<file path="config.mk">
export PLATFORM = sky130hd
export DESIGN_NAME = muldiv_ctrl_flat
export DESIGN_NICKNAME = d
export VERILOG_FILES = /design/src/rtl/muldiv_pkg.sv /design/src/rtl/muldiv_ctrl_if.sv /design/src/rtl/muldiv_signfix.sv /design/src/rtl/muldiv_ctrl.sv /design/src/flat_wrapper.sv
export SDC_FILE = /design/constraint.sdc
export NUM_CORES = 1
export LEC_CHECK = 0
export CAP_MARGIN = 20
export CORE_MARGIN = 5
export CORE_UTILIZATION = 37
export CTS_BUF_LIST = sky130_fd_sc_hd__clkbuf_16
export CTS_CLUSTER_SIZE = 28
export DETAILED_ROUTE_END_ITERATION = 10
export PLACE_DENSITY = 0.77
export RECOVER_POWER = 100
export SLEW_MARGIN = 20
export SYNTH_ARGS = -nofsm -noshare
export SYNTH_HDL_FRONTEND = slang
export SYNTH_SLANG_ARGS = --single-unit
</file>
<file path="constraint.sdc">
create_clock -name Clk -period 4.5 [get_ports Clk]
set_input_delay 0.9 -clock Clk [delete_from_list [all_inputs] [get_ports Clk]]
set_output_delay 0.9 -clock Clk [all_outputs]
set_load 0.05 [all_outputs]
</file>
<file path="src/rtl/muldiv_pkg.sv">
// muldiv_pkg: shared types and constants for the RV32M issue/retire controller.
//   muldiv_op_e    - funct3 encoding of the M-extension ops
//   muldiv_state_e - controller FSM states (also visible on the debug port)
//   INT_MIN / ALL_ONES - operand/result constants for the divide special cases
//   ext33()        - sign- or zero-extension of a 32-bit operand to engine width
package muldiv_pkg;

  typedef enum logic [2:0] {
    OP_MUL    = 3'd0,
    OP_MULH   = 3'd1,
    OP_MULHSU = 3'd2,
    OP_MULHU  = 3'd3,
    OP_DIV    = 3'd4,
    OP_DIVU   = 3'd5,
    OP_REM    = 3'd6,
    OP_REMU   = 3'd7
  } muldiv_op_e;

  typedef enum logic [2:0] {
    ST_IDLE  = 3'd0,
    ST_ISSUE = 3'd1,
    ST_WAIT  = 3'd2,
    ST_FIXUP = 3'd3,
    ST_DONE  = 3'd4,
    ST_DRAIN = 3'd5
  } muldiv_state_e;

  localparam logic [31:0] INT_MIN  = 32'h8000_0000;
  localparam logic [31:0] ALL_ONES = 32'hFFFF_FFFF;

  // Extend a 32-bit operand to the 33-bit engine width; sgn selects
  // sign extension, otherwise zero extension.
  function automatic logic [32:0] ext33(input logic [31:0] v, input logic sgn);
    return {sgn & v[31], v};
  endfunction

endpackage

</file>
<file path="src/rtl/muldiv_ctrl_if.sv">
// muldiv_ctrl_if: connection between muldiv_ctrl (master) and the Multiplier
// engine (slave).
//   Run        - controller -> engine, one-cycle start pulse
//   div        - controller -> engine, 1 = unsigned divide, 0 = signed multiply
//   opA, opB   - controller -> engine, 33-bit operands (dividend/divisor in div mode)
//   ready      - engine -> controller, engine idle / result valid
//   Aval, Bval - engine -> controller, multiply: product {Aval,Bval}[65:0];
//                divide: Aval = remainder, Bval = quotient
//   X          - engine -> controller, engine sign bit (not used by the controller)
//
// Handshake: the controller may pulse Run only while the engine is idle
// (ready=1). The engine drops ready after accepting Run and raises it again
// once Aval/Bval hold the result; opA/opB/div stay stable from Run until
// ready returns, and ready is not looked at in the cycle Run is high.
interface muldiv_ctrl_if;
  logic        Run;
  logic        div;
  logic [32:0] opA;
  logic [32:0] opB;
  logic        ready;
  logic [32:0] Aval;
  logic [32:0] Bval;
  logic        X;

  modport master (
    output Run, div, opA, opB,
    input  ready, Aval, Bval, X
  );

  modport slave (
    input  Run, div, opA, opB,
    output ready, Aval, Bval, X
  );
endinterface

</file>
<file path="src/rtl/muldiv_signfix.sv">
// muldiv_signfix: combinational conditional negate.
//   value - 32-bit input
//   neg   - 1: fixed = -value (two's complement), 0: fixed = value
//   fixed - 32-bit output
// Driving neg with the sign bit of value yields the absolute value; the
// magnitude of 0x80000000 comes out as 0x80000000, which is correct once
// read as an unsigned (zero-extended) number.
module muldiv_signfix (
  input  logic [31:0] value,
  input  logic        neg,
  output logic [31:0] fixed
);

  assign fixed = neg ? (~value + 32'd1) : value;

endmodule

</file>
<file path="src/rtl/muldiv_ctrl.sv">
// muldiv_ctrl: issue/retire controller for the RV32M unit. Accepts one
// M-extension op at a time from EX, forms 33-bit engine operands, pulses Run,
// stalls until the engine reports ready, then selects and sign-corrects the
// result. Divide-by-zero and signed overflow complete without the engine.
//   Clk, Reset - clock; asynchronous active-high reset
//   req        - EX-stage op valid, held until done
//   funct3     - op select (muldiv_op_e)
//   rs1, rs2   - source operands, stable while req
//   kill       - flush, abandons the current op
//   stall      - req && !done
//   done       - one-cycle pulse, result valid
//   result     - registered 32-bit result
//   eng        - engine port (muldiv_ctrl_if master)
//   fsm_state  - current FSM state (muldiv_state_e encoding), debug only
module muldiv_ctrl
  import muldiv_pkg::*;
(
  input  logic          Clk,
  input  logic          Reset,
  input  logic          req,
  input  logic [2:0]    funct3,
  input  logic [31:0]   rs1,
  input  logic [31:0]   rs2,
  input  logic          kill,
  output logic          stall,
  output logic          done,
  output logic [31:0]   result,
  muldiv_ctrl_if.master eng,
  output logic [2:0]    fsm_state
);

  localparam logic [2:0] S_IDLE  = ST_IDLE;
  localparam logic [2:0] S_ISSUE = ST_ISSUE;
  localparam logic [2:0] S_WAIT  = ST_WAIT;
  localparam logic [2:0] S_FIXUP = ST_FIXUP;
  localparam logic [2:0] S_DONE  = ST_DONE;
  localparam logic [2:0] S_DRAIN = ST_DRAIN;

  logic [2:0]  state;
  logic [2:0]  state_nxt;

  // Latched op context
  logic [2:0]  op_q;
  logic        q_neg_q;   // DIV: quotient must be negated
  logic        r_neg_q;   // REM: remainder must be negated
  logic [32:0] opa_q;
  logic [32:0] opb_q;
  logic        div_q;
  logic [31:0] result_q;

  // Decode of the incoming op
  logic        in_div;
  logic        in_sdiv;
  logic        in_rem;
  logic        in_sgn_a;
  logic        in_sgn_b;
  logic        in_rs2_zero;
  logic        in_ovf;
  logic        in_special;
  logic [31:0] in_special_res;
  logic [31:0] abs_a;
  logic [31:0] abs_b;
  logic [32:0] in_opa;
  logic [32:0] in_opb;
  logic        accept;

  assign in_div   = funct3[2];
  assign in_sdiv  = funct3[2] & ~funct3[0];              // DIV or REM
  assign in_rem   = funct3[1];                           // REM/REMU within divides
  assign in_sgn_a = ~funct3[2] & (funct3[1:0] != 2'b11); // MUL, MULH, MULHSU
  assign in_sgn_b = (funct3[2:1] == 2'b00);              // MUL, MULH

  assign in_rs2_zero = (rs2 == 32'd0);
  assign in_ovf      = in_sdiv & (rs1 == INT_MIN) & (rs2 == ALL_ONES);
  assign in_special  = in_div & (in_rs2_zero | in_ovf);

  // Divide by zero: q = all ones, r = rs1. Signed overflow: q = INT_MIN, r = 0.
  assign in_special_res = in_rem ? (in_rs2_zero ? rs1 : 32'd0)
                                 : (in_rs2_zero ? ALL_ONES : INT_MIN);

  assign accept = (state == S_IDLE) & req & ~kill;

  muldiv_signfix u_abs_a (
    .value (rs1),
    .neg   (in_sdiv & rs1[31]),
    .fixed (abs_a)
  );

  muldiv_signfix u_abs_b (
    .value (rs2),
    .neg   (in_sdiv & rs2[31]),
    .fixed (abs_b)
  );

  // The engine divides unsigned, so divides get zero-extended magnitudes and
  // the signs are reapplied in FIXUP.
  assign in_opa = in_div ? {1'b0, abs_a} : ext33(rs1, in_sgn_a);
  assign in_opb = in_div ? {1'b0, abs_b} : ext33(rs2, in_sgn_b);

  // Result selection
  logic [31:0] div_raw;
  logic        fix_neg;
  logic [31:0] div_fixed;
  logic [31:0] fixup_res;

  assign div_raw = op_q[1] ? eng.Aval[31:0] : eng.Bval[31:0];
  assign fix_neg = op_q[1] ? r_neg_q : q_neg_q;

  muldiv_signfix u_fix (
    .value (div_raw),
    .neg   (fix_neg),
    .fixed (div_fixed)
  );

  always_comb begin
    fixup_res = div_fixed;
    case (op_q)
      OP_MUL:                       fixup_res = eng.Bval[31:0];
      // product[63:32] straddles the Aval/Bval boundary at bit 33
      OP_MULH, OP_MULHSU, OP_MULHU: fixup_res = {eng.Aval[30:0], eng.Bval[32]};
      default:                      fixup_res = div_fixed;
    endcase
  end

  // Next-state logic
  always_comb begin
    state_nxt = state;
    case (state)
      S_IDLE: begin
        if (accept) state_nxt = in_special ? S_DONE : S_ISSUE;
      end
      S_ISSUE: begin
        state_nxt = kill ? S_DRAIN : S_WAIT;
      end
      S_WAIT: begin
        if (kill)           state_nxt = S_DRAIN;
        else if (eng.ready) state_nxt = S_FIXUP;
      end
      S_FIXUP: begin
        state_nxt = kill ? S_IDLE : S_DONE;
      end
      S_DONE: begin
        state_nxt = S_IDLE;
      end
      S_DRAIN: begin
        // Engine was started for a killed op; wait for it to go idle so a
        // new Run never lands on a busy engine.
        if (eng.ready) state_nxt = S_IDLE;
      end
      default: state_nxt = S_IDLE;
    endcase
  end

  always_ff @(posedge Clk or posedge Reset) begin
    if (Reset) begin
      state    <= S_IDLE;
      op_q     <= 3'd0;
      q_neg_q  <= 1'b0;
      r_neg_q  <= 1'b0;
      opa_q    <= 33'd0;
      opb_q    <= 33'd0;
      div_q    <= 1'b0;
      result_q <= 32'd0;
    end else begin
      state <= state_nxt;
      if (accept) begin
        op_q    <= funct3;
        q_neg_q <= in_sdiv & (rs1[31] ^ rs2[31]);
        r_neg_q <= in_sdiv & rs1[31];
        opa_q   <= in_opa;
        opb_q   <= in_opb;
        div_q   <= in_div;
        if (in_special) result_q <= in_special_res;
      end
      if ((state == S_FIXUP) && !kill) result_q <= fixup_res;
    end
  end

  assign eng.Run  = (state == S_ISSUE);
  assign eng.div  = div_q;
  assign eng.opA  = opa_q;
  assign eng.opB  = opb_q;

  assign done      = (state == S_DONE) & ~kill;
  assign stall     = req & ~done;
  assign result    = result_q;
  assign fsm_state = state;

  // Engine sign bit and the top remainder bit carry no information here.
  logic unused_eng_bits;
  assign unused_eng_bits = ^{eng.X, eng.Aval[32]};

endmodule

</file>
<file path="src/flat_wrapper.sv">
// flat-port wrapper written by rule: the top's interface ports become plain ports
module muldiv_ctrl_flat import muldiv_pkg::*;
  (Clk, Reset, req, funct3, rs1, rs2, kill, stall, done, result, fsm_state, eng_Run, eng_div, eng_opA, eng_opB, eng_ready, eng_Aval, eng_Bval, eng_X);
  muldiv_ctrl_if eng_i ();
  input  logic Clk;
  input  logic Reset;
  input  logic req;
  input  logic [2:0] funct3;
  input  logic [31:0] rs1;
  input  logic [31:0] rs2;
  input  logic kill;
  output logic stall;
  output logic done;
  output logic [31:0] result;
  output logic [2:0] fsm_state;
  output wire logic [$bits(eng_i.Run)-1:0] eng_Run;
  output wire logic [$bits(eng_i.div)-1:0] eng_div;
  output wire logic [$bits(eng_i.opA)-1:0] eng_opA;
  output wire logic [$bits(eng_i.opB)-1:0] eng_opB;
  input wire logic [$bits(eng_i.ready)-1:0] eng_ready;
  input wire logic [$bits(eng_i.Aval)-1:0] eng_Aval;
  input wire logic [$bits(eng_i.Bval)-1:0] eng_Bval;
  input wire logic [$bits(eng_i.X)-1:0] eng_X;
  assign eng_Run = eng_i.Run;
  assign eng_div = eng_i.div;
  assign eng_opA = eng_i.opA;
  assign eng_opB = eng_i.opB;
  assign eng_i.ready = eng_ready;
  assign eng_i.Aval = eng_Aval;
  assign eng_i.Bval = eng_Bval;
  assign eng_i.X = eng_X;
  muldiv_ctrl u_core (.Clk(Clk), .Reset(Reset), .req(req), .funct3(funct3), .rs1(rs1), .rs2(rs2), .kill(kill), .stall(stall), .done(done), .result(result), .eng(eng_i), .fsm_state(fsm_state));
endmodule
</file>
==> run metrics <==
top sig layer met4; WL per Instance ~18 um; RSZ-0062 raised after global routing false; status complete, but fails checks; Post-Syn Nets 1120; core area 21000 sq um; WP buf/inv 2; Clock Sinks 106; standard-cell rows 53; largest net degree at the start of global routing 87; final setup fails 0; post-DP HPWL 20.9 mm; leakage 4.30 nW; Die Area 24200 sq um; Worst path depth 9; number of buffers created by CTS 9; GRT Total Usage 21.6%; postcts setup bufs 0; first-pass GRT wire length 42.2 mm; CTS Hold Bufs 0; layout cells sized above 1 5.36%; largest stage delay on the critical path approximately 720 ps; Crit. End Element register; clock root buffer clkbuf_16; Clock Skew around 12 ps; commonest non-fill, non-tap cell in the layout o21ai_0; Setup TNS Final 0 ps; Synth Cell Area slightly below 8000 sq um; CTS max path bufs 2; Final period util 89.8%; Yosys top cell by area dfrtp_1; area grow syn2layout 37.5%; post-synth top area share 33.8%; Post-Route WL 27.0 mm; Met3 Routed Length 2.09 mm; R2R Setup Slk between 1000 and 1500 ps; vias per std cell approximately 5.6; Met2 Routed Length 13.2 mm; worst min-delay path class reg -> reg; placer congestion estimate 0.886; M1 WL 11.0 mm; Initial Util 37.4%; WP data required 4740 ps; hold path depth 2; CP Max Fanout 20; crit-path cells dlygate4sd3_1, or4_1, or4b_1, nor4_4, a31oi_2, buf_4, and2_1, a221oi_2, a21oi_1; Fill cells 2049; worst r2r path cells 8; Top FF cell, synth dfrtp_1; TritonCTS clock tree built; NumNets Final ~1300; critical path class in -> reg; P per Cell Area 618 nW/um^2; # resized after CTS 0; Die Span X 156 um; CP max stage cell or4b_1; via count 8239; DRC 0; slew margin rel. -63.5%; CTS clk-pin slew, worst paths 70 ps; Area contributors post-synth dfrtp_1, o21ai_0, nand2_1; f_max 248 MHz; most frequent cells in the layout o21ai_0, nand2_1, clkdlybuf4s50_1, dlygate4sd3_1, dfrtp_1; Max Cap Violations 1; # IOs roughly 240; Die Span Y roughly 160 um; Pins Over Slew Limit 55; CP startpoint kind input pin; maximum vdd drop 0.408 mV; Power Total 0.00666 W; vias in the first global route 7873; CP arrival 4280 ps; Syn Area/Cell around 8 sq um; initial antenna violation count 0; synth unique cells 64; failing checks capacitance limit, slew limit; Final Hold Fails 0; sequential fraction of the synthesis area between 30% and 40%; PortBufs roughly 240; Worst-Skew Late Latency about 360 ps; 1st-pass router iterations 5; asr flop ratio synth 100%; Ys Warns 0; grt total ovfl 0; detailed router's first-iteration violation count 418; H-Tree Depth 3; Mapped Cells 977; delay-heaviest family, CP simple AND/OR/NAND/NOR gates; ant diodes 0; Final ANT Viol Nets 0; Final min period 4040 ps; Slew @ Worst Pin 2440 ps; Post-synth EDFFs 0; Synth Register Bits 106
==> per-layer routing <==
metal | vias to the layer above | global-route usage (%)
met2 | 308 | 37.1
met4 | 0 | 6.04
met3 | 43 | 5.60
li1 | 3966 | -
met5 | - | 0
met1 | 3922 | 27.1
==> layout make-up <==
cell class	instances	area (sq um)	area share (%)
Inverter	17	65.1	0.603
Clock inverter	7	77.6	0.720
Clock buffer	9	225	2.09
Sequential cell	106	2660	24.6
Multi-Input combinational cell	791	4860	45.1
Tap cell	275	344	3.19
Timing Repair Buffer	263	2560	23.7
==> registers in the layout, indices dropped and copies added, names as in the netlist <==
name and count:
u_core.eng.opA 33, u_core.eng.opB 33, u_core.fsm_state 3, u_core.op_q 3
u_core.q_neg_q 1, u_core.r_neg_q 1, u_core.result 32
==> power by group <==
part | internal, W | total [W] | switching [W]
combinational | 0.00132 | 0.00415 | 0.00282
sequential | 0.00139 | 0.00170 | 0.000308
clock | 0.000436 | 0.000819 | 0.000383
total | 0.00315 | 0.00666 | 0.00351
==> cell families (layout without fill, tap and decap cells) <==
logic type,count (synthesis),count (layout),synth area share (%)
flops,106,106,33.8
simple gates,340,340,21.9
fa+ha+maj,4,4,0.638
mux,53,53,6.93
xor+xnor,86,86,9.61
compound gates,308,308,22.8
buf+inv,80,296,4.26
==> tightest hold or removal path, cell delays in order, from the launching register on <==
cell	delay [ps]
dfrtp_1	340
nand2_1	40
o21ai_0	60
==> worst paths after layout <==
path / from / end
max: rs2[11] / u_core.result[25]
min: u_core.eng.opA[8] / u_core.eng.opA[8]
max reg2reg: u_core.op_q[1] / u_core.result[30]
min reg2reg: u_core.eng.opA[8] / u_core.eng.opA[8]
max in group asynchronous: Reset / u_core.eng.opB[31]
min in group asynchronous: Reset / u_core.eng.opA[26]
==> synthesized netlist by cell type, types with 5 or more instances <==
library cell / number
and2_1: 5
clkbuf_1: 52
nand2b_1: 7
or4_1: 12
o211ai_1: 5
nand3_1: 14
dfrtp_1: 106
or3b_2: 6
nor3b_1: 5
a21oi_1: 63
o31ai_1: 16
xor2_1: 46
nor3_1: 21
mux2_2: 10
buf_2: 6
o21ai_0: 153
nor2b_1: 6
mux2i_1: 43
nand2_1: 140
a31oi_1: 19
or3_1: 12
nor4_1: 16
xnor2_1: 40
inv_1: 17
nor2_1: 53
a211oi_1: 10
nand4_1: 13
and3_1: 5
o41ai_1: 7
==> metrics by stage <==
step	setup slack, ps	hold WS (ps)	util [%]	cell area [sq um]	std cells
global route	323	493	51.5	10800	1468
detailed placement	422	470	50.2	10500	1452
global placement	518	460	50.2	10500	1452
floorplan	148	466	-	7840	977
finish	460	473	51.5	10800	1468
CTS	790	486	51.6	10800	1468
No activity file was read; power rests on OpenSTA's default activity.
